[config.mk]
export PLATFORM = sky130hd
export DESIGN_NAME = tmds_channel_encoder
export DESIGN_NICKNAME = d
export VERILOG_FILES = /design/src/rtl/tmds_pkg.sv /design/src/rtl/tmds_qm_gen.sv /design/src/rtl/tmds_channel_encoder.sv
export SDC_FILE = /design/constraint.sdc
export NUM_CORES = 1
export LEC_CHECK = 0
export BUFFER_PORTS_ARGS = -buffer_cell sky130_fd_sc_hd__buf_2
export CAP_MARGIN = 0
export CORE_MARGIN = 2
export CORE_UTILIZATION = 60
export DETAILED_ROUTE_END_ITERATION = 16
export MAX_ROUTING_LAYER = met4
export PLACE_DENSITY = 0.83
export SETUP_SLACK_MARGIN = 0.05
export SYNTH_ARGS = -nofsm -noshare
export SYNTH_HDL_FRONTEND = slang
export SYNTH_SLANG_ARGS = --single-unit
[constraint.sdc]
create_clock -name clk -period 6.5 [get_ports clk]
set_input_delay 0.325 -clock clk [delete_from_list [all_inputs] [get_ports clk]]
set_output_delay 0.325 -clock clk [all_outputs]
set_load 0.03 [all_outputs]
[src/rtl/tmds_pkg.sv]
// -----------------------------------------------------------------------------
// tmds_pkg
// Shared constants, types and helpers for the TMDS channel encoder.
//   DATA_W / SYM_W       : colour component width (8) and symbol width (10)
//   tmds_sym_t           : one 10-bit TMDS symbol, bit 0 transmitted first
//   TMDS_CTRL_xx         : control-period symbols selected by {c1, c0}
//   ctrl_symbol()        : maps {c1, c0} to its control symbol
//   count_ones()         : population count of an 8-bit word
// -----------------------------------------------------------------------------
package tmds_pkg;

    localparam int DATA_W = 8;
    localparam int SYM_W  = 10;

    typedef logic [SYM_W-1:0] tmds_sym_t;

    localparam tmds_sym_t TMDS_CTRL_00 = 10'b1101010100;
    localparam tmds_sym_t TMDS_CTRL_01 = 10'b0010101011;
    localparam tmds_sym_t TMDS_CTRL_10 = 10'b0101010100;
    localparam tmds_sym_t TMDS_CTRL_11 = 10'b1010101011;

    function automatic tmds_sym_t ctrl_symbol(input logic [1:0] ctrl);
        tmds_sym_t sym;
        case (ctrl)
            2'b00:   sym = TMDS_CTRL_00;
            2'b01:   sym = TMDS_CTRL_01;
            2'b10:   sym = TMDS_CTRL_10;
            default: sym = TMDS_CTRL_11;
        endcase
        return sym;
    endfunction

    function automatic logic [3:0] count_ones(input logic [DATA_W-1:0] d);
        logic [3:0] n;
        n = '0;
        for (int i = 0; i < DATA_W; i++) begin
            n = n + {3'b000, d[i]};
        end
        return n;
    endfunction

endpackage

[src/rtl/tmds_qm_gen.sv]
// -----------------------------------------------------------------------------
// tmds_qm_gen
// Transition-minimising first stage of TMDS encoding (purely combinational).
//   data [7:0] in  : colour component
//   q_m  [8:0] out : XOR/XNOR-chained word; q_m[8]=1 marks the XOR variant
// -----------------------------------------------------------------------------
module tmds_qm_gen
    import tmds_pkg::*;
(
    input  logic [DATA_W-1:0] data,
    output logic [DATA_W:0]   q_m
);

    logic [3:0] ones;
    logic       use_xnor;

    // NOTE: every signal written here gets a value before any branch or loop
    // touches it, so no path leaves it unassigned and no latch is inferred.
    always_comb begin
        ones     = count_ones(data);
        // XNOR chain when the input is ones-heavy keeps transitions low.
        use_xnor = (ones > 4'd4) || ((ones == 4'd4) && !data[0]);
        q_m      = '0;
        q_m[0]   = data[0];
        for (int i = 1; i < DATA_W; i++) begin
            q_m[i] = use_xnor ? ~(q_m[i-1] ^ data[i]) : (q_m[i-1] ^ data[i]);
        end
        q_m[DATA_W] = ~use_xnor;
    end

endmodule

[src/rtl/tmds_channel_encoder.sv]
// -----------------------------------------------------------------------------
// tmds_channel_encoder
// One DVI/TMDS channel: 8-bit colour + 2 control bits -> DC-balanced 10-bit
// symbol, two-stage pipeline advanced only on the pixel strobe.
//   clk        in   system clock
//   n_rst      in   asynchronous active-low reset
//   pix_en     in   one-cycle pixel strobe; all state holds while low
//   de         in   1 = active video, 0 = control period
//   data [7:0] in   colour component
//   c0, c1     in   control bits used while de = 0
//   tmds_out   out  encoded symbol (bit 0 first), valid one strobe later
//   tmds_valid out  set after the second strobe since reset
// -----------------------------------------------------------------------------
module tmds_channel_encoder
    import tmds_pkg::*;
(
    input  logic              clk,
    input  logic              n_rst,
    input  logic              pix_en,
    input  logic              de,
    input  logic [DATA_W-1:0] data,
    input  logic              c0,
    input  logic              c1,
    output tmds_sym_t         tmds_out,
    output logic              tmds_valid
);

    logic [DATA_W:0] q_m_in;

    tmds_qm_gen u_qm_gen (
        .data (data),
        .q_m  (q_m_in)
    );

    // Stage 1 registers
    logic            s1_de;
    logic [1:0]      s1_ctrl;
    logic [DATA_W:0] s1_q_m;

    // Stage 2 state: running disparity (ones minus zeros of sent symbols)
    logic signed [4:0] cnt;
    logic              seen_strobe;

    // Stage 2 next-state logic
    logic [3:0]        n1;
    logic [3:0]        n0;
    logic signed [4:0] diff;      // n1 - n0 of q_m[7:0], range -8..+8
    logic              q8;
    logic signed [4:0] cnt_next;
    tmds_sym_t         sym_next;

    always_comb begin
        n1       = count_ones(s1_q_m[DATA_W-1:0]);
        n0       = 4'd8 - n1;
        diff     = $signed({1'b0, n1}) - $signed({1'b0, n0});
        q8       = s1_q_m[DATA_W];
        sym_next = ctrl_symbol(s1_ctrl);
        cnt_next = '0;

        if (s1_de) begin
            if ((cnt == 5'sd0) || (n1 == n0)) begin
                // Balanced word or balanced line: q_m[8] picks the inversion.
                sym_next = {~q8, q8, q8 ? s1_q_m[DATA_W-1:0] : ~s1_q_m[DATA_W-1:0]};
                cnt_next = q8 ? (cnt + diff) : (cnt - diff);
            end else if (((cnt > 5'sd0) && (n1 > n0)) || ((cnt < 5'sd0) && (n0 > n1))) begin
                // Word would push disparity further the same way: invert it.
                sym_next = {1'b1, q8, ~s1_q_m[DATA_W-1:0]};
                cnt_next = cnt + (q8 ? 5'sd2 : 5'sd0) - diff;
            end else begin
                sym_next = {1'b0, q8, s1_q_m[DATA_W-1:0]};
                cnt_next = cnt - (q8 ? 5'sd0 : 5'sd2) + diff;
            end
        end
    end

    // NOTE: clocked state uses non-blocking assignments so every register
    // samples pre-edge values, independent of statement order.
    always_ff @(posedge clk or negedge n_rst) begin
        if (!n_rst) begin
            s1_de       <= 1'b0;
            s1_ctrl     <= 2'b00;
            s1_q_m      <= '0;
            cnt         <= '0;
            tmds_out    <= TMDS_CTRL_00;
            seen_strobe <= 1'b0;
            tmds_valid  <= 1'b0;
        end else if (pix_en) begin
            s1_de       <= de;
            s1_ctrl     <= {c1, c0};
            s1_q_m      <= q_m_in;
            cnt         <= cnt_next;
            tmds_out    <= sym_next;
            seen_strobe <= 1'b1;
            tmds_valid  <= seen_strobe;
        end
    end

endmodule

=== Word level (Yosys, flattened, before mapping) ===
Cells that the tools add are included.

* Memory bits (writable): 0
* Memories kept: 0
* ROM bits: 0
* Input port bits: 14
* Word-level logic and storage cells: 82
* Bits in latches: 0
* Output and inout port bits: 11
* Register bits after elaboration: 29

* Divide/modulo/power cells: 0
* Shifts and indexed selects: 0
* Equality and inequality tests: 4
* Add/subtract/negate cells: 22
* $mul: 0
* Magnitude comparators: 5
* Mux-type cells: 18
* Reduce and logical (&&, ||, !) cells: 9
* Bitwise gates (word level): 17

{| class="wikitable"
|+ Operator list
! operator !! count
|-
| $add 4x1->4 || 10
|-
| $mux 10 || 3
|-
| $pmux 10 s3 || 1
|-
| $mux 5 || 4
|-
| $add 5x5->5 || 2
|-
| $sub 5x5->5 || 2
|-
| $not 1->1 || 9
|-
| $gt 4x4->1 || 2
|-
| $mux 8 || 1
|-
| $not 8->8 || 1
|-
| $mux 1 || 7
|-
| $xor 1x1->1 || 7
|-
| $add 5x3->5 || 1
|-
| $gt 5x1->1 const B || 1
|-
| $logic_not 5->1 || 1
|-
| $lt 5x1->1 const B || 1
|-
| $sub 4x4->5 || 1
|-
| $sub 5x3->5 || 1
|-
| $add 1x1->2 || 2
|-
| $add 3x1->4 || 1
|-
| $eq 4x3->1 const B || 1
|-
| $eq 4x4->1 || 1
|-
| $gt 4x3->1 const B || 1
|-
| $mux 2 || 2
|-
| other kinds (8) || 12
|}

=== Logic depth before layout (Yosys ltp) ===
* Depth after elaboration: 29
* Gate-level depth with buffers: 23
* Gate-level depth less buffers: 22

=== Hierarchy ===
From an unflattened synthesis, not the netlist that was laid out.

* Cells, all modules: 276
* Area total of the unflattened synthesis: 2635.0 sq um

{| class="wikitable"
|+ By module, submodules not included
! module !! instances !! sequential area each (sq um) !! cells each !! area each (sq um)
|-
| tmds_channel_encoder || 1 || 732.0 || 243 || 2273.4
|-
| tmds_qm_gen || 1 || 0.0 || 33 || 361.6
|}

=== Least setup slack after synthesis ===
No wires, ideal clock.

* Kind: register to register
* From: reg s1_q_m[0]
* To: reg cnt[4]
* Arrival time: 5.087 ns
* Clock period less this slack: 5.215 ns
* Setup time: 0.128 ns
* Buffers on the path: 1
* Cell stages (with the launch flop): 24
* Data required time: 6.372 ns
* Setup slack: 1.285 ns
* Cell sequence: dfrtp_1 -> inv_1 -> fa_1 -> fa_1 -> fa_1 -> inv_1 -> ha_1 -> inv_1 -> fa_1 -> and2b_1 -> inv_2 -> ha_1 -> clkbuf_1 -> nand2b_1 -> a21oi_1 -> nor2_1 -> xnor2_1 -> ha_1 -> o21ai_0 -> a211o_1 -> a2bb2oi_1 -> a221o_1 -> a32oi_1 -> nand3_1

* Word-level cells in the longest chain between the ends: 14
* Elaborated cells on any way between the ends: 24
* Those cells by class: 13 x add/sub; 2 x order compare; 1 x eq/ne; 4 x mux; 4 x reduce/logical

{| class="wikitable"
|+ Ends and longest elaborated chain
! element !! line !! source
|-
| start, declared || tmds_channel_encoder.sv:38 || <nowiki>logic [DATA_W:0] s1_q_m;</nowiki>
|-
| start signal, assigned || tmds_channel_encoder.sv:90 || <nowiki>s1_q_m <= q_m_in;</nowiki>
|-
| $add 1x1->2 (*) || tmds_pkg.sv:37 || <nowiki>n = n + {3'b000, d[i]};</nowiki>
|-
| $add 2x1->3 (*) || tmds_pkg.sv:37 ||
|-
| $add 3x1->4 (*) || tmds_pkg.sv:37 ||
|-
| $add 4x1->4 (*) (4 in a row) || tmds_pkg.sv:37 ||
|-
| branches (longest 5 deep; another with $sub 4x4->5) || - ||
|-
| $mux 5 (*) || tmds_channel_encoder.sv:61 || <nowiki>if ((cnt == 5'sd0) || (n1 == n0)) begin</nowiki>
|-
| $mux 5 (*) || tmds_channel_encoder.sv:60 || <nowiki>if (s1_de) begin</nowiki>
|-
| end signal, assigned || tmds_channel_encoder.sv:91 || <nowiki>cnt <= cnt_next;</nowiki>
|-
| end, declared || tmds_channel_encoder.sv:41 || <nowiki>logic signed [4:0] cnt;</nowiki>
|}

Every way passes the cells marked *.
A chain may end at the register's enable or synchronous reset.

=== Worst setup path after layout ===
Ends and elaborated chain as after synthesis.

==> metrics.md <==
| Metric | Value |
|---|---|
| Fraction of registers with async set/reset | 1.00 |
| Worst Reg2Reg Path Length in Cells | 22 |
| # Max-Cap Violations | 0 |
| HP Class | input port to async pin |
| CP Launch Type | flop |
| Largest net degree at the start of global routing | 42 |
| Placement Setup Slack | 1.00 ns |
| Die W | 68.6 um |
| CP Launch Point | s1_q_m[0]$_DFFE_PN0P_ |
| Htree depth | 2 |
| Clock Sinks | 29 |
| Reg-to-Reg Start | s1_q_m[0]$_DFFE_PN0P_ |
| Clock Path Buffers | 2 |
| TNS Setup | 0 ns |
| Post-CTS setup buffers | 0 |
| Cts hold-fix bufs | 0 |
| DR iter-0 viols | 167 |
| Initial antenna violation count | 0 |
| Ports | 25 |
| Critical Path Most Common Cell | fa_1 |
| DRC Markers | 0 |
| Worst setup EP type | flop |
| Ant diodes | 0 |
| Distinct cells, synth | 48 |
| GPL Wtd Cong | 0.971 |
| Net Count, Synth | 325 |
| Pins over their slew limit | 0 |
| Buffers on Ports | 24 |
| First-pass GRT wire length | 8040 um |
| Routed Antenna Nets | 0 |
| Seq/Total Area, Yosys | 0.292 |
| Layout net count | 347 |
| Standard-cell rows | 23 |
| CTS root buffer | clkbuf_8 |
| WP data required | 6.66 ns |
| Final hold vios | 0 |
| Fin worst setup slack | 0.922 ns |
| WL/cell | 13.8 um |
| Total CTS buffers | 5 |
| Period utilization | 0.858 |
| Total wire length | 4780 um |
| Delay of the slowest cell on the worst path | 0.66 ns |
| Setup Viol. Count Final | 0 |
| Die Area | 4710 sq um |
| Worst Tran Pin Value | 0.696 ns |
| Relative slew margins | 0.533 |
| Post-synth EDFFs | 0 |
| Post-synth top flop | dfrtp_1 |
| 1st-pass router iterations | 4 |
| Yosys top cell area share | 0.240 |
| Die Ht | 68.6 um |
| Area leader, netlist | dfrtp_1 |
| Global route overflow | 0 |
| Clock slew at reported path FFs | 0.06 ns |
| PostCTS Resize Cnt | 0 |
| Initial Util | 0.627 |
| Clock Skew | 0.00466 ns |
| RSZ-0062 raised after global routing | no |
| Gr usage total | 0.234 |
| Layout cells sized above 1 | 0.155 |
| R2r endpoint | cnt[4]$_DFFE_PN0P_ |
| Crit path max fanout | 10 |
| Tmin final | 5.58 ns |
| CP Cell Sequence | inv_1, fa_1, fa_1, fa_1, inv_1, ha_1, inv_1, fa_1, and2b_1, inv_2, ha_1, nand2b_1, a21oi_1, nor2_1, xnor2_1, ha_1, o21ai_0, a211o_1, a2bb2oi_1, a221o_1, a32oi_1, nand3_1 |
| Slowest CP cell | fa_1 |
| Total number of vias | 1934 |
| HPWL Detailed | 3670 um |
| TritonCTS clock tree | built |
| Synthesized area | 2510 sq um |
| CORE AREA | 4000 sq um |
| Synth top area cells | dfrtp_1 (24%), ha_1 (12%), fa_1 (10%), inv_1 (5.8%), dfstp_2 (5.2%) |
| Crit path buf inv count | 4 |
| Mapped Cells | 274 |
| Syn. warnings | 0 |
| Synthesized flop and latch total | 29 |
| Status | complete, no violations |
| Worst reg-to-reg setup slack | 0.92 ns |
| Layout area overhead | 8.89% |
| Mapped Avg Cell Area | 9.15 sq um |
| Vias in the first global route | 1727 |
| Clock Latency Late Sink | 0.28 ns |
| Max Clk Rate | 179 MHz |
| Worst setup path class | flop to flop |
| Cell family with most CP delay | adder cells |
| Via density | 5.57 |
| CP arrival | 5.73 ns |
-- synthesized netlist by cell type, drive strengths merged (2+ instances only) --
cell type	n
inv	40
nor2	28
dfrtp	24
ha	24
o21ai	24
xnor2	15
fa	13
a21oi	9
a31oi	9
mux2i	9
nand2	9
or3	8
clkbuf	6
dfstp	5
o22ai	5
xor2	5
a21o	4
nor2b	4
buf	3
mux2	3
nor3	3
a21boi	2
and3	2
nand2b	2
or2	2
-- layer usage --
layer	vias to the layer above	global-route usage	routed length [um]
li1	958	-	-
met1	922	0.338	2250
met2	49	0.337	2230
met3	5	0.0471	250
met4	0	0.0600	48
met5	-	-	0
-- state kept, by name (all words and copies together) (netlist names) --
name         cells
tmds_out        10
seen_strobe      1
tmds_valid       1
s1_q_m           9
s1_de            1
cnt              5
s1_ctrl          2
-- final cells by class --
cell class	count	area [sq um]
multi-input combinational	196	1570
sequential	29	732
tap	50	62.6
inverter	40	150
timing repair buffer	24	120
fill	326	1270
clock buffer	8	90.1
-- placed cells by master (no fill, tap or decap), types with 2 or more instances in the layout --
cell type	count
a21boi_0	2
a21o_1	4
a21oi_1	9
a31oi_1	9
and3_1	2
buf_2	24
clkbuf_1	2
clkbuf_8	6
dfrtp_1	24
dfstp_2	5
fa_1	13
ha_1	24
inv_1	39
mux2_2	3
mux2i_1	9
nand2_1	9
nand2b_1	2
nor2_1	27
nor2b_1	4
nor3_1	2
o21ai_0	23
o22ai_1	4
or2_2	2
or3_1	8
xnor2_1	15
xor2_1	5
-- through the flow --
step	cells	hold WS, ns	instance area, sq um	util
5_1_grt	347	0.120	2730	0.682
4_1_cts	347	0.0934	2730	0.682
2_1_floorplan	274	0.0294	2510	-
3_3_place_gp	339	0.379	2640	0.660
6_report	347	0.0716	2730	0.682
3_5_place_dp	339	0.387	2640	0.660
-- worst max-delay path by stage --
stage,end,cells past startpoint
6_report,cnt[4]$_DFFE_PN0P_,22
4_1_cts,cnt[4]$_DFFE_PN0P_,22
2_1_floorplan,cnt[4]$_DFFE_PN0P_,23
3_3_place_gp,cnt[4]$_DFFE_PN0P_,22
5_1_grt,cnt[4]$_DFFE_PN0P_,22
3_5_place_dp,cnt[4]$_DFFE_PN0P_,22
-- logic make-up after synthesis --
logic type / Yosys count / share of synthesized area
adders and majority gates: 37 / 0.224
DFF: 29 / 0.292
buffers and inverters: 49 / 0.0799
AOI/OAI and AO/OA: 61 / 0.149
and+or+nand+nor: 66 / 0.136
xor gates and xnor gates: 20 / 0.0699
muxes: 12 / 0.0494
Power is not shown: default switching activity piles up to over one toggle a cycle in this logic, so the estimate is an artifact.
